==> src/rtl/paddle_cmd_encoder_pkg.sv <==
// Shared types and default parameters for the paddle command encoder.
package paddle_cmd_encoder_pkg;

    // Command word consumed by the paddle mover; 2'h3 is never produced.
    typedef enum logic [1:0] {
        PUT   = 2'd0,
        LEFT  = 2'd1,
        RIGHT = 2'd2
    } paddle_cmd_t;

    // Direction FSM states; encodings line up with paddle_cmd_t.
    typedef enum logic [1:0] {
        S_PUT   = 2'd0,
        S_LEFT  = 2'd1,
        S_RIGHT = 2'd2
    } dir_state_t;

    // Stable clk cycles required before a button level is accepted.
    localparam int DEBOUNCE_CYCLES = 250_000;

    // frame_ticks after the game_over rise before a restart press is honoured.
    localparam int RESTART_PAUSE = 128;

    // Map a direction state onto the command word it publishes.
    function automatic paddle_cmd_t state_to_cmd(input dir_state_t s);
        paddle_cmd_t c;
        case (s)
            S_LEFT:  c = LEFT;
            S_RIGHT: c = RIGHT;
            default: c = PUT;
        endcase
        return c;
    endfunction

endpackage

==> src/rtl/paddle_cmd_encoder_if.sv <==
// Command link between the encoder (master) and the game logic (slave).
// There is no ready: the slave must accept paddle_cmd on every cycle where
// cmd_strobe is high, and restart_req is a single-cycle request that is
// never held or repeated. frame_tick and game_over flow back to the encoder.
interface paddle_cmd_encoder_if;
    import paddle_cmd_encoder_pkg::*;

    logic        frame_tick;
    logic        game_over;
    paddle_cmd_t paddle_cmd;
    logic        cmd_strobe;
    logic        restart_req;

    modport master (
        input  frame_tick,
        input  game_over,
        output paddle_cmd,
        output cmd_strobe,
        output restart_req
    );

    modport slave (
        output frame_tick,
        output game_over,
        input  paddle_cmd,
        input  cmd_strobe,
        input  restart_req
    );

endinterface

==> src/rtl/paddle_cmd_encoder_btn_debounce.sv <==
// Synchronise one raw push-button, debounce it and produce a rise pulse.
module btn_debounce #(
    parameter int DEBOUNCE_CYCLES = paddle_cmd_encoder_pkg::DEBOUNCE_CYCLES
) (
    input  logic clk,
    input  logic rst_n,
    input  logic btn,
    output logic stable,
    output logic rise
);

    localparam int CNT_W = $clog2(DEBOUNCE_CYCLES + 1);

    logic             sync_1;
    logic             sync_2;
    logic             stable_d;
    logic [CNT_W-1:0] cnt;

    // Two-flop synchroniser, then accept the new level only after it has
    // disagreed with the accepted level for DEBOUNCE_CYCLES cycles in a row.
    always_ff @(posedge clk) begin
        if (!rst_n) begin
            sync_1   <= 1'b0;
            sync_2   <= 1'b0;
            stable   <= 1'b0;
            stable_d <= 1'b0;
            cnt      <= '0;
        end else begin
            sync_1   <= btn;
            sync_2   <= sync_1;
            stable_d <= stable;
            if (sync_2 == stable) begin
                cnt <= '0;
            end else if (cnt == CNT_W'(DEBOUNCE_CYCLES - 1)) begin
                stable <= sync_2;
                cnt    <= '0;
            end else begin
                cnt <= cnt + CNT_W'(1);
            end
        end
    end

    assign rise = stable & ~stable_d;

endmodule

==> src/rtl/paddle_cmd_encoder.sv <==
// Turns board push-buttons into one paddle command per frame and issues the
// restart request after game over. Single clock (pixel clock) domain.
module paddle_cmd_encoder #(
    parameter int DEBOUNCE_CYCLES = paddle_cmd_encoder_pkg::DEBOUNCE_CYCLES,
    parameter int RESTART_PAUSE   = paddle_cmd_encoder_pkg::RESTART_PAUSE
) (
    input  logic                               clk,
    input  logic                               rst_n,
    input  logic                               btn_left_i,
    input  logic                               btn_right_i,
    input  logic                               btn_center_i,
    paddle_cmd_encoder_if.master               bus,
    output logic [1:0]                         dbg_state,
    output logic [2:0]                         dbg_stable,
    output logic [$clog2(RESTART_PAUSE+1)-1:0] dbg_pause_cnt
);

    import paddle_cmd_encoder_pkg::*;

    localparam int PAUSE_W = $clog2(RESTART_PAUSE + 1);

    logic stable_l, rise_l;
    logic stable_r, rise_r;
    logic stable_c, rise_c;

    dir_state_t         state;
    dir_state_t         state_next;
    logic               game_over_d;
    logic [PAUSE_W-1:0] pause_cnt;
    logic               go_rise;
    logic               pause_done;

    btn_debounce #(.DEBOUNCE_CYCLES(DEBOUNCE_CYCLES)) u_deb_left (
        .clk(clk), .rst_n(rst_n), .btn(btn_left_i), .stable(stable_l), .rise(rise_l)
    );

    btn_debounce #(.DEBOUNCE_CYCLES(DEBOUNCE_CYCLES)) u_deb_right (
        .clk(clk), .rst_n(rst_n), .btn(btn_right_i), .stable(stable_r), .rise(rise_r)
    );

    btn_debounce #(.DEBOUNCE_CYCLES(DEBOUNCE_CYCLES)) u_deb_center (
        .clk(clk), .rst_n(rst_n), .btn(btn_center_i), .stable(stable_c), .rise(rise_c)
    );

    // Direction state register.
    always_ff @(posedge clk) begin
        if (!rst_n) begin
            state <= S_PUT;
        end else begin
            state <= state_next;
        end
    end

    // Last-pressed-wins: a fresh press overrides, a simultaneous pair cancels,
    // and a release falls back to whatever is still held.
    always_comb begin
        state_next = state;
        if (rise_l && rise_r) begin
            state_next = S_PUT;
        end else if (rise_l) begin
            state_next = S_LEFT;
        end else if (rise_r) begin
            state_next = S_RIGHT;
        end else begin
            case (state)
                S_LEFT: begin
                    if (!stable_l) state_next = stable_r ? S_RIGHT : S_PUT;
                end
                S_RIGHT: begin
                    if (!stable_r) state_next = stable_l ? S_LEFT : S_PUT;
                end
                S_PUT: begin
                    if (stable_l && !stable_r)      state_next = S_LEFT;
                    else if (stable_r && !stable_l) state_next = S_RIGHT;
                end
                default: state_next = S_PUT;
            endcase
        end
    end

    // Publish the current (pre-transition) state once per frame; game over
    // parks the paddle.
    always_ff @(posedge clk) begin
        if (!rst_n) begin
            bus.paddle_cmd <= PUT;
            bus.cmd_strobe <= 1'b0;
        end else begin
            bus.cmd_strobe <= bus.frame_tick;
            if (bus.frame_tick) begin
                bus.paddle_cmd <= bus.game_over ? PUT : state_to_cmd(state);
            end
        end
    end

    assign go_rise    = bus.game_over & ~game_over_d;
    assign pause_done = (pause_cnt == PAUSE_W'(RESTART_PAUSE));

    // Count frames since game over began; only honour a restart press once
    // the pause has elapsed. Earlier presses are simply lost.
    always_ff @(posedge clk) begin
        if (!rst_n) begin
            game_over_d     <= 1'b0;
            pause_cnt       <= '0;
            bus.restart_req <= 1'b0;
        end else begin
            game_over_d     <= bus.game_over;
            bus.restart_req <= rise_c & bus.game_over & pause_done;
            if (go_rise) begin
                pause_cnt <= '0;
            end else if (bus.frame_tick && bus.game_over && !pause_done) begin
                pause_cnt <= pause_cnt + PAUSE_W'(1);
            end
        end
    end

    assign dbg_state     = state;
    assign dbg_stable    = {stable_c, stable_r, stable_l};
    assign dbg_pause_cnt = pause_cnt;

endmodule

==> src/flat_wrapper.sv <==
// flat-port wrapper written by rule: the top's interface ports become plain ports
module paddle_cmd_encoder_flat import paddle_cmd_encoder_pkg::*;
#(
    parameter int DEBOUNCE_CYCLES = paddle_cmd_encoder_pkg::DEBOUNCE_CYCLES,
    parameter int RESTART_PAUSE   = paddle_cmd_encoder_pkg::RESTART_PAUSE
)
  (clk, rst_n, btn_left_i, btn_right_i, btn_center_i, dbg_state, dbg_stable, dbg_pause_cnt, bus_frame_tick, bus_game_over, bus_paddle_cmd, bus_cmd_strobe, bus_restart_req);
  paddle_cmd_encoder_if bus_i ();
  input  logic clk;
  input  logic rst_n;
  input  logic btn_left_i;
  input  logic btn_right_i;
  input  logic btn_center_i;
  output logic [1:0] dbg_state;
  output logic [2:0] dbg_stable;
  output logic [$clog2(RESTART_PAUSE+1)-1:0] dbg_pause_cnt;
  input wire logic [$bits(bus_i.frame_tick)-1:0] bus_frame_tick;
  input wire logic [$bits(bus_i.game_over)-1:0] bus_game_over;
  output wire logic [$bits(bus_i.paddle_cmd)-1:0] bus_paddle_cmd;
  output wire logic [$bits(bus_i.cmd_strobe)-1:0] bus_cmd_strobe;
  output wire logic [$bits(bus_i.restart_req)-1:0] bus_restart_req;
  assign bus_i.frame_tick = bus_frame_tick;
  assign bus_i.game_over = bus_game_over;
  assign bus_paddle_cmd = bus_i.paddle_cmd;
  assign bus_cmd_strobe = bus_i.cmd_strobe;
  assign bus_restart_req = bus_i.restart_req;
  paddle_cmd_encoder #(.DEBOUNCE_CYCLES(DEBOUNCE_CYCLES), .RESTART_PAUSE(RESTART_PAUSE)) u_core (.clk(clk), .rst_n(rst_n), .btn_left_i(btn_left_i), .btn_right_i(btn_right_i), .btn_center_i(btn_center_i), .bus(bus_i), .dbg_state(dbg_state), .dbg_stable(dbg_stable), .dbg_pause_cnt(dbg_pause_cnt));
endmodule
==> config.mk <==
export PLATFORM = sky130hd
export DESIGN_NAME = paddle_cmd_encoder_flat
export DESIGN_NICKNAME = d
export VERILOG_FILES = /design/src/rtl/paddle_cmd_encoder_pkg.sv /design/src/rtl/paddle_cmd_encoder_if.sv /design/src/rtl/paddle_cmd_encoder_btn_debounce.sv /design/src/rtl/paddle_cmd_encoder.sv /design/src/flat_wrapper.sv
export SDC_FILE = /design/constraint.sdc
export NUM_CORES = 1
export LEC_CHECK = 0
export CAP_MARGIN = 5
export CORE_UTILIZATION = 31
export CTS_CLUSTER_SIZE = 25
export DETAILED_ROUTE_END_ITERATION = 8
export GPL_TIMING_DRIVEN = 0
export SETUP_SLACK_MARGIN = 0.1
export SLEW_MARGIN = 20
export SYNTH_ARGS = -nofsm -noshare
export SYNTH_HDL_FRONTEND = slang
export SYNTH_SLANG_ARGS = --single-unit
==> constraint.sdc <==
create_clock -name clk -period 4.65 [get_ports clk]
set_clock_uncertainty 0.1 [all_clocks]
set_input_delay 0.6975 -clock clk [delete_from_list [all_inputs] [get_ports clk]]
set_output_delay 0.6975 -clock clk [all_outputs]
set_load 0.1 [all_outputs]
Yosys cells after proc, flatten, opt, wreduce, memory -nomap -nowiden
Index checks and enable logic that the tools add are counted.
Widths: inputs -> output; s select.
Cells by class
  shift-type cells: 0
  magnitude comparators: 0
  divide/modulo/power cells: 0
  $mul: 0
  reductions and logical operators: 20
  bitwise gates (word level): 14
  muxes and demuxes: 11
  eq/ne operators: 15
  $add $sub $neg: 4
Operators with widths (number)
  $add 18x1->18 const B: 3
  $eq 18x18->1 const B: 3
  $mux 2: 7
  $reduce_or 3->1: 4
  $add 8x1->8 const B: 1
  $eq 8x8->1 const B: 1
  $ne 4x2->1 const B: 2
  $not 1->1: 8
  $and 1x1->1: 6
  $ne 3x2->1 const B: 2
  $pmux 2 s3: 1
  $reduce_and 2->1: 3
  $reduce_and 3->1: 2
  $logic_and 1x1->1: 5
  $ne 5x1->1 const B: 1
  $ne 4x1->1 const B: 1
  $pmux 2 s2: 1
  $reduce_or 2->1: 2
  $eq 1x1->1: 3
  $logic_not 1->1: 3
  $eq 2x1->1 const B: 1
  $eq 2x2->1 const B: 1
  $logic_not 2->1: 1
  $mux 1: 2
Storage, ports and cells
  bits of input ports: 7
  RAM bits: 0
  flip-flop bits (word level): 81
  latch bits: 0
  memories kept: 0
  output and inout bits: 17
  bits in read-only memories: 0

Longest topological paths before layout
Gate-level depths: netlist of the first run.
  word-level depth: 7
  mapped depth: 6
  gate-level depth less buffers: 6

Cells and area by module
A second synthesis of the first run with hierarchy kept.
Second synthesis, totals
  cell total of the unflattened synthesis: 404
  area total of the unflattened synthesis: 3688.5 sq um
Modules (own cells, without submodules)
  btn_debounce: seq. area each 440.4 sq um, instances 3, cells an instance 105, area each 969.7 sq um
  paddle_cmd_encoder: seq. area each 300.3 sq um, instances 1, cells an instance 89, area each 779.5 sq um

Worst setup path after synthesis of the first run
OpenSTA, ideal clock, no wires.
  path kind: reg2reg
  start: reg u_core.pause_cnt[0], in the netlist u_core.dbg_pause_cnt[0]
  end: reg u_core.pause_cnt[1], in the netlist u_core.dbg_pause_cnt[1]
  clock period less this slack: 2230 ps
  stages on the path, launching flop included: 7
  path slack: 2420 ps
  data arrival time: 1997 ps
  library setup time: 133 ps
  required time: 4417 ps
  cells stage by stage: dfxtp_1 -> inv_1 -> ha_1 -> nor4bb_1 -> a21oi_1 -> mux2i_1 -> nor2_1
Between the ends
  word-level cells in the longest chain between the ends: 3
  elaborated cells between the ends (all ways): 4
  classes of those cells: add/sub (1); eq/ne (1); reduce/logical (2)
RTL lines
  start, declared: line paddle_cmd_encoder.sv:29  | logic [PAUSE_W-1:0] pause_cnt;
  start signal, assigned: line paddle_cmd_encoder.sv:111  | pause_cnt <= pause_cnt + PAUSE_W'(1);
  branches (longest 3 deep; another with $add 8x1->8)
Parallel ways; which one is timed is not known.
A chain may end at the register's enable or synchronous reset.

Final worst setup path of the first run
  start: reg u_core.u_deb_right.stable
  end: out dbg_stable[1]
RTL lines
  start, declared: line paddle_cmd_encoder_btn_debounce.sv:8  | output logic stable,
  start signal, assigned: line paddle_cmd_encoder_btn_debounce.sv:35  | stable <= sync_2;
  end, declared: line flat_wrapper.sv:15  | output logic [2:0] dbg_stable;
No word-level cell between the ends.

==> results of run 1 <==
registers in the layout (all words and copies together) (netlist names), 2 cells and up:
register and count:
u_core.dbg_pause_cnt 8, u_core.dbg_state 2, u_core.u_deb_center.cnt 18, u_core.bus.paddle_cmd 2
u_core.u_deb_left.cnt 18, u_core.u_deb_right.cnt 18
metal layers:
metal | track usage (%) | part of all wire (%) | vias to the layer above
met3 | 3.80 | 2.8 | 6
met1 | 15.1 | 50 | 1254
li1 | - | - | 1394
met4 | 4.11 | 0.99 | 0
met5 | 0 | 0 | -
met2 | 19.7 | 46 | 22
cell usage after synthesis (2+ instances only):
cell      count
ha_1          5
nor3_1       12
nand2_1      21
a221oi_1      2
dfxtp_1      81
nand4_1      14
or3_1         3
nand3_1      21
nor4b_1       3
or4_1         5
xnor2_1      37
buf_4         4
and4_1        2
and3_1        5
and2_1       11
nor2_1       66
nor4_1       16
nor4bb_1      2
xor2_1       15
inv_1        22
or2_2         2
clkbuf_1      2
o31ai_1       2
o21ai_0       5
nand4_2       2
mux2i_1       5
a21oi_1       7
stage by stage:
| stage | setup WS (ns) | cells | area (um2) |
|---|---|---|---|
| 6_report | 1.82 | 566 | 4120 |
| 5_1_grt | 1.74 | 566 | 4120 |
| 4_1_cts | 1.78 | 566 | 4120 |
| 3_5_place_dp | 2.18 | 550 | 3890 |
| 3_3_place_gp | 2.17 | 550 | 3890 |
| 2_1_floorplan | 2.42 | 387 | 3490 |
final cells by class:
cell class | instances | area, um2 | share of cell area, %
buffer | 9 | 68.8 | 1.67
multi-input combinational | 275 | 1710 | 41.6
sequential | 81 | 1620 | 39.4
clock inverter | 5 | 77.6 | 1.88
tap | 140 | 175 | 4.25
timing repair buffer | 23 | 230 | 5.59
clock buffer | 11 | 151 | 3.67
inverter | 22 | 82.6 | 2.00
power breakdown:
part           switching, mW  internal (mW)  total (mW)
logic                 0.0213         0.0133      0.0346
registers            0.00317          0.698       0.701
clock network          0.249          0.330       0.579
worst register-to-register path: cells and delay by family, from the launching register on:
family          cells  cell delay, ns
compound gates      1            0.38
simple gates        3            0.74
flops               1            0.41
fa+ha+maj           1            0.23
buf+inv             1            0.29
worst min path at each step:
| stage | startpoint | endpoint | slack (ns) |
|---|---|---|---|
| after floorplan | u_core.u_deb_center.stable_d$_SDFF_PN0_ | u_core.bus.restart_req$_SDFF_PN0_ | 0.27 |
| after global placement | u_core.u_deb_center.stable_d$_SDFF_PN0_ | u_core.bus.restart_req$_SDFF_PN0_ | 0.29 |
| after detailed placement | u_core.u_deb_center.stable_d$_SDFF_PN0_ | u_core.bus.restart_req$_SDFF_PN0_ | 0.29 |
| after CTS | u_core.u_deb_center.stable_d$_SDFF_PN0_ | u_core.bus.restart_req$_SDFF_PN0_ | 0.31 |
| after global routing | u_core.u_deb_center.stable_d$_SDFF_PN0_ | u_core.bus.restart_req$_SDFF_PN0_ | 0.33 |
| final | u_core.u_deb_center.stable_d$_SDFF_PN0_ | u_core.bus.restart_req$_SDFF_PN0_ | 0.31 |
cell families after synthesis:
group | after synthesis
and+or+nand+nor | 190
buffers and inverters | 31
AOI/OAI and AO/OA | 23
adders and majority gates | 5
xor gates and xnor gates | 52
muxes | 5
DFF | 81
==> qor.yml, run 1 <==
setup_path:
  cp-end-kind: "output pin"
  cpPeakStageDelay_ns: 1.12
  critPathArrivalTime_ns: 2.03
  r2r-end: "u_core.u_deb_center.cnt[6]$_SDFF_PP0_"
  startpoint: "u_core.u_deb_right.stable$_SDFFE_PN0P_"
  path_max_fanout: 4
  worstPathRequired_ns: 3.85
  crit_slowest_cell: "clkdlybuf4s50_1"
  cp-endpoint: "dbg_stable[1]"
  critPathKind: "reg -> out"
  crit_family: "buffers and inverters"
  r2r_cells: 6
  r2r_start: "u_core.u_deb_center.cnt[0]$_SDFF_PP0_"
  r2r_slack_ns: 2.39
  cp-start-kind: "flip-flop"
  crit_chain: "buf_4 -> clkdlybuf4s50_1"
  critical_path_buf_inv_count: 2
  crit_cells: 2
timing:
  fin_crit_sh_pct: 60.9
  finalHoldViolations: 0
  timing.fmax_mhz: 353
  rsz0062_at_grt: "no"
  setup_violations: 0
  maxSlewViolCount: 0
  max_slew.worst_pin.slew_ns: 0.990
  tns_ns: 0
  min_period_ns: 2.83
  hold_ws_ns: 0.308
  relSlewSlack_pct: 33.8
clocking:
  cts.clk_slew.worst_paths_ns: 0.08
  cts.sinks: 81
  postCtsSetupRepairBufs: 0
  cts_tree: "done"
  cts_root_buf: "clkbuf_8"
  postCtsHoldBufs: 0
  cts_made_buffers: 9
  clock_path_buffers: 2
  clock_latency_ns: 0.35
  ctsResizeCount: 0
  h-tree-depth: 3
synthesis:
  synthesis.area_um2: 3490
  avgSynthCellArea_um2: 9.01
  synth_area_leaders: "dfxtp_1 47%, xnor2_1 9.3%, nor2_1 7.1%"
  synthXorXnorAreaFrac_pct: 13.1
  synth_cell_types: 42
  synthArstFlopShare_pct: 0
  yosys_register_bits: 81
  ys_warn_count: 0
  synth_top_family_by_area: "simple AND/OR/NAND/NOR gates"
  synth-simple-area-share_pct: 28.1
  synth_fp_nets: 399
  synth_ff_type: "dfxtp_1"
  yosysTopAreaCellShare_pct: 46.5
  synth_adder_area_share_pct: 1.79
  synth_cells: 387
  yosysSeqAreaShare_pct: 46.5
  yosysTopAreaCell: "dfxtp_1"
  synth_compound_area_share_pct: 4.70
  synth_edf_count: 0
  synth_mux_area_share_pct: 1.44
global_routing:
  grt_use_total_pct: 12.1
  grt_pass1_wl_um: 11300
  antenna_found_initial: 0
  grt_overflow: 0
  grt_max_degree: 14
  grt_pass1_vias: 2535
placed_design:
  gp_congestion: 0.782
  dp_hpwl_um: 4610
  io_buffers: 23
die:
  die_h_um: 108
  fp-row-count: 38
  top_level_ports: 24
  dieArea_um2: 11700
  coreArea_um2: 10900
  start_util_pct: 32.0
  die_w_um: 108
final_layout:
  fillers: 1095
  drive_gt1_share_pct: 7.51
  final_common_cell: "dfxtp_1"
  layout_common_cells: "81 x dfxtp_1, 66 x nor2_1, 37 x xnor2_1, 23 x clkdlybuf4s50_1, 22 x inv_1"
  finalNetCount: 433
  area_growth_pct: 18.2
  n_antenna_cell: 0
  final_util_pct: 37.8
routing:
  routed_via_density: 4.73
  drcViolationCount: 0
  wl_per_cell_um: 11.3
  firstDrtPassIters: 4
  drt_iter0_markers: 88
  final_antenna_net_count: 0
  routed_wirelength_um: 6380
  vias: 2676
outcome:
  status: "complete, no violations"
worst_hold_path:
  holdPathStages: 1
  hp-class: "reg -> reg"
pwr:
  vdd_drop_max_mv: 0.139
  p_total_mw: 1.31
  power_density_nw_per_um2: 319
  power.leakage_nw: 1.30
flow_run:
  maxCapViolCount: 0
(Power assumes the default switching activity.)
==> inputs of run 2 (changes only) <==
clock period = 2.7 ns   (was 4.65 ns; I/O delays follow)
==> qor.yml, run 2 (same netlist as run 1, synthesis figures left out) <==
outcome:
  status: "complete, no violations"
global_routing:
  grt_overflow: 0  # unchanged
  grt_use_total_pct: 12.1  # unchanged
  grt_pass1_vias: 2535  # unchanged
  antenna_found_initial: 0  # unchanged
  grt_pass1_wl_um: 11300  # unchanged
  grt_max_degree: 14  # unchanged
final_layout:
  area_growth_pct: 18.3  # about the same
  fin_cells: 566  # unchanged
  finalNetCount: 433  # unchanged
  final_util_pct: 37.9  # about the same
  n_antenna_cell: 0  # unchanged
  layout_common_cells: "81 x dfxtp_1, 66 x nor2_1, 37 x xnor2_1, 22 x inv_1, 22 x clkdlybuf4s50_1"
  reg_top3: "u_core.u_deb_center.cnt: 18 flops, u_core.u_deb_left.cnt: 18 flops, u_core.u_deb_right.cnt: 18 flops"
  final_common_cell: "dfxtp_1"
  drive_gt1_share_pct: 7.51  # unchanged
  final_cell_area_um2: 4120  # about the same
clocking:
  ctsResizeCount: 0  # unchanged
  postCtsHoldBufs: 0  # unchanged
  cts.sinks: 81  # unchanged
  cts_tree: "done"
  cts.clk_slew.worst_paths_ns: 0.08  # about the same
  cts_root_buf: "clkbuf_8"
  postCtsSetupRepairBufs: 0  # unchanged
  clock_path_buffers: 2  # unchanged
  clock_latency_ns: 0.35  # about the same
  h-tree-depth: 3  # unchanged
  cts_made_buffers: 9  # unchanged
placed_design:
  dp_hpwl_um: 4610  # unchanged
  place_area_um2: 3890  # unchanged
  dp_cells: 550  # unchanged
  dp_slack_ns: 0.412  # -1.77 ns
  io_buffers: 23  # unchanged
  gp_congestion: 0.782  # unchanged
setup_path:
  r2r_cells: 6  # unchanged
  startpoint: "u_core.u_deb_left.stable$_SDFFE_PN0P_"
  r2r_start: "u_core.u_deb_center.cnt[0]$_SDFF_PP0_"
  path_max_fanout: 4  # unchanged
  r2r-end: "u_core.u_deb_center.cnt[6]$_SDFF_PP0_"
  critPathArrivalTime_ns: 2.02  # about the same
  worstPathRequired_ns: 2.19  # -1.66 ns
  critPathKind: "reg -> out"
  r2r_slack_ns: 0.44  # -1.95 ns
  cp-start-kind: "flip-flop"
  cp-end-kind: "output pin"
routing:
  final_antenna_net_count: 0  # unchanged
  routed_via_density: 4.73  # +0.11%
  vias: 2679  # +0.11%
  wl_per_cell_um: 11.3  # +0.16%
  firstDrtPassIters: 4  # unchanged
  drt_iter0_markers: 101  # +15%
  routed_wirelength_um: 6390  # +0.16%
  drcViolationCount: 0  # unchanged
worst_hold_path:
  holdPathStages: 1  # unchanged
  holdPathEnd: "u_core.bus.restart_req$_SDFF_PN0_"
  hp-class: "reg -> reg"
  hp-start: "u_core.u_deb_center.stable_d$_SDFF_PN0_"
timing:
  fin_crit_sh_pct: 93.5
  rsz0062_at_grt: "no"
  setup_violations: 0  # unchanged
  timing.fmax_mhz: 396
  min_period_ns: 2.52
  fin_ws_ns: 0.176  # -1.64 ns
  relSlewSlack_pct: 33.8  # +0.038 points
  tns_ns: 0  # unchanged
  finalHoldViolations: 0  # unchanged
  maxSlewViolCount: 0  # unchanged
  max_slew.worst_pin.slew_ns: 0.990  # -0.000569 ns
  hold_ws_ns: 0.307  # -0.0000230 ns
pwr:
  p_seq_share_pct: 53.3  # about the same
  p_int_mw: 1.79  # +72%
  power.leakage_nw: 1.31  # +1.4%
  power_density_nw_per_um2: 549  # +72%
  switchingPower_mw: 0.470  # +72%
  combPwrFrac_pct: 2.6  # about the same
  vdd_drop_max_mv: 0.239  # +72%
  p_total_mw: 2.26  # +72%
  clkPwrFrac_pct: 44.0  # about the same
  netSwitchingFraction_pct: 20.8  # about the same
die:
  top_level_ports: 24  # unchanged
  fp-row-count: 38  # unchanged
  dieArea_um2: 11700  # unchanged
  die_w_um: 108  # unchanged
  start_util_pct: 32.0  # unchanged
  die_h_um: 108  # unchanged
  coreArea_um2: 10900  # unchanged
flow_run:
  maxCapViolCount: 0  # unchanged
[run 2: cell types whose count changed in the layout (fill, tap and decap cells not counted), sizes merged]
cell / previous run / this run
dlymetal6s2s: 0 / 1
clkdlybuf4s50: 23 / 22
[run 2: worst max path at each step]
stage                     slack, ns                               endpoint
after floorplan                0.47   u_core.dbg_pause_cnt[1]$_SDFFE_PP0P_
after global placement         0.44  u_core.u_deb_center.cnt[9]$_SDFF_PP0_
after detailed placement       0.41  u_core.u_deb_center.cnt[6]$_SDFF_PP0_
after CTS                      0.13                          dbg_stable[1]
after global routing           0.11                       dbg_pause_cnt[0]
final                          0.18                          dbg_stable[0]
[run 2: power by group through the flow]
| stage | sequential, mW | combinational, mW | clock, mW |
|---|---|---|---|
| finish | 1.21 | 0.0597 | 0.996 |
| global route | 1.21 | 0.0656 | 1.08 |
| CTS | 1.21 | 0.0608 | 1.04 |
| detailed placement | 1.24 | 0.0605 | 0 |
| global placement | 1.24 | 0.0604 | 0 |
| floorplan | 1.25 | 0.0260 | 0 |
[run 2: per-layer routing]
layer | track usage, % | up-vias | part of all wire, %
met5 | 0 | - | 0
met4 | 4.11 | 0 | 0.99
met3 | 3.80 | 6 | 3.0
met2 | 19.7 | 22 | 46
met1 | 15.1 | 1257 | 50
li1 | - | 1394 | -
[run 2: cell type report]
cell class / count / area, um2
clock buffer: 11 / 151
inverter: 22 / 82.6
clock inverter: 5 / 77.6
fill: 1094 / 6770
timing repair buffer: 23 / 233
sequential: 81 / 1620
multi-input combinational: 275 / 1710
buffer: 9 / 68.8
tap: 140 / 175
[run 2: worst max-delay path, stage by stage (launching register included)]
cell and delay, ns:
dfxtp_1 0.42, buf_4 0.14, clkdlybuf4s50_1 1.12
==> inputs of run 3 (changes only) <==
CORE_UTILIZATION = 50   (was 31)
CTS_BUF_LIST = sky130_fd_sc_hd__clkbuf_2   (was unset)
PLACE_DENSITY = 0.69   (was unset)
==> qor.yml, run 3 (same netlist as run 1, synthesis figures left out) <==
worst_hold_path:
  hp-class: "reg -> reg"
  holdPathStages: 1  # unchanged
routing:
  wl_met2_um: 2520  # -14%
  drt-met1-wl_um: 3160  # -1.8%
  vias: 2632  # -1.8%
  routed_wirelength_um: 5950  # -7.0%
  firstDrtPassIters: 6  # +2
  highest_layer: "met4"
  routed_via_density: 5.20  # +9.9%
  drcViolationCount: 0  # unchanged
  drt_iter0_markers: 62  # -39%
  final_antenna_net_count: 0  # unchanged
  wl_per_cell_um: 11.8  # +4.1%
  dr_wl_met3_um: 167  # -12%
clocking:
  clock_latency_ns: 0.51  # +0.16 ns
  cts.sinks: 81  # unchanged
  cts_tree: "done"
  postCtsSetupRepairBufs: 0  # unchanged
  h-tree-depth: 3  # unchanged
  cts.clk_slew.worst_paths_ns: 0.20  # +0.12 ns
  clock_path_buffers: 2  # unchanged
  cts_made_buffers: 9  # unchanged
  cts_root_buf: "clkbuf_2"
global_routing:
  grt_overflow: 0  # unchanged
  grt_pass1_vias: 2364  # -6.7%
  grt_use_total_pct: 18.0  # +5.9 points
  grt_pass1_wl_um: 10500  # -6.8%
  grt_max_degree: 14  # unchanged
  antenna_found_initial: 0  # unchanged
timing:
  relSlewSlack_pct: 34.7  # +0.92 points
  timing.fmax_mhz: 399  # +0.64%
  finalHoldViolations: 0  # unchanged
  maxSlewViolCount: 0  # unchanged
  tns_ns: 0  # unchanged
  hold_ws_ns: 0.307  # -0.000902 ns
  min_period_ns: 2.51  # -0.0161 ns
  max_slew.worst_pin.slew_ns: 0.977  # -0.0123 ns
  rsz0062_at_grt: "no"
  fin_crit_sh_pct: 92.9  # -0.59 points
  setup_violations: 0  # unchanged
die:
  die_h_um: 85.5  # -21%
  fp-row-count: 30  # -21%
  top_level_ports: 24  # unchanged
  start_util_pct: 51.6  # +20 points
  dieArea_um2: 7310  # -37%
  die_w_um: 85.5  # -21%
  coreArea_um2: 6760  # -38%
setup_path:
  crit_family: "buffers and inverters"
  critical_path_buf_inv_count: 1  # -1
  worstPathRequired_ns: 2.19  # about the same
  path_max_fanout: 2  # -2
  critPathKind: "reg -> out"
  r2r_cells: 6  # unchanged
  cp-end-kind: "output pin"
  crit_slowest_cell: "clkdlybuf4s50_1"
  crit_cells: 1  # -1
  cpPeakStageDelay_ns: 1.13  # about the same
  critPathArrivalTime_ns: 2.00  # -0.02 ns
  crit_chain: "clkdlybuf4s50_1"
  cp-start-kind: "flip-flop"
outcome:
  status: "complete, no violations"
flow_run:
  maxCapViolCount: 0  # unchanged
pwr:
  vdd_drop_max_mv: 0.303  # +27%
  power_density_nw_per_um2: 480  # -13%
  power.leakage_nw: 1.33  # +0.96%
placed_design:
  gp_congestion: 0.791  # +1.1%
  dp_hpwl_um: 4210  # -8.7%
  io_buffers: 23  # unchanged
final_layout:
  area_growth_pct: 12.2
  final_common_cell: "dfxtp_1"
  finalNetCount: 433  # unchanged
  layout_common_cells: "81 x dfxtp_1, 66 x nor2_1, 37 x xnor2_1, 22 x inv_1"
  drive_gt1_share_pct: 7.28  # -0.23 points
  n_antenna_cell: 0  # unchanged
  reg_top3: "u_core.u_deb_center.cnt: 18 flops, u_core.u_deb_left.cnt: 18 flops, u_core.u_deb_right.cnt: 18 flops"
==> run 3: cell count changes in the layout (fill, tap and decap cells not counted), sizes merged <==
cell | before | now
clkbuf | 13 | 12
clkinv | 2 | 3
clkdlybuf4s50 | 22 | 9
clkinvlp | 1 | 2
bufinv | 2 | 1
dlygate4sd2 | 0 | 13
==> run 3: stage by stage <==
step / total power, mW / std cells / cell area [um2] / utilization (%) / setup slack (ns)
finish: 1.88 / 506 / 3910 / 57.9 / 0.192
global route: 1.96 / 506 / 3910 / 57.9 / 0.111
CTS: 1.90 / 506 / 3910 / 57.9 / 0.119
detailed placement: 1.29 / 490 / 3820 / 56.5 / 0.425
global placement: 1.29 / 490 / 3820 / 56.5 / 0.442
floorplan: 1.27 / 387 / 3490 / - / 0.470
==> run 3: per-layer routing <==
| metal | GRT usage (%) | up-vias |
|---|---|---|
| met5 | 0 | - |
| met4 | 8.18 | 0 |
| met3 | 4.23 | 8 |
| met2 | 27.9 | 29 |
| met1 | 24.1 | 1203 |
| li1 | - | 1392 |
==> run 3: path summary, 6_finish.rpt <==
path / start / to / slack, ns
worst max-delay path: u_core.bus.paddle_cmd[1]$_SDFFE_PN0P_ / bus_paddle_cmd[1] / 0.19
worst min-delay path: u_core.u_deb_center.stable_d$_SDFF_PN0_ / u_core.bus.restart_req$_SDFF_PN0_ / 0.31
worst max register to register: u_core.u_deb_center.cnt[0]$_SDFF_PP0_ / u_core.u_deb_center.cnt[1]$_SDFF_PP0_ / 0.40
worst min register to register: u_core.u_deb_center.stable_d$_SDFF_PN0_ / u_core.bus.restart_req$_SDFF_PN0_ / 0.31
==> run 3: cell type report <==
class                      instances  area [um2]
buffer                             9        68.8
tap                               80         100
clock buffer                      10        50.0
sequential                        81        1620
clock inverter                     6        58.8
fill                             623        2850
multi-input combinational        275        1710
inverter                          22        82.6
timing repair buffer              23         216
==> run 3: what timing repair did <==
item,4_1_cts,5_1_grt
gates resized for setup,13,1
setup endpoints to repair,13,1
hold buffers,0,0
==> run 3: where the power goes <==
| group | leakage (nW) | switching (mW) | internal [mW] | total, mW |
|---|---|---|---|---|
| combinational | 0.607 | 0.0366 | 0.0223 | 0.0589 |
| sequential | 0.654 | 0.00525 | 1.21 | 1.21 |
| clock | 0.0654 | 0.396 | 0.211 | 0.607 |
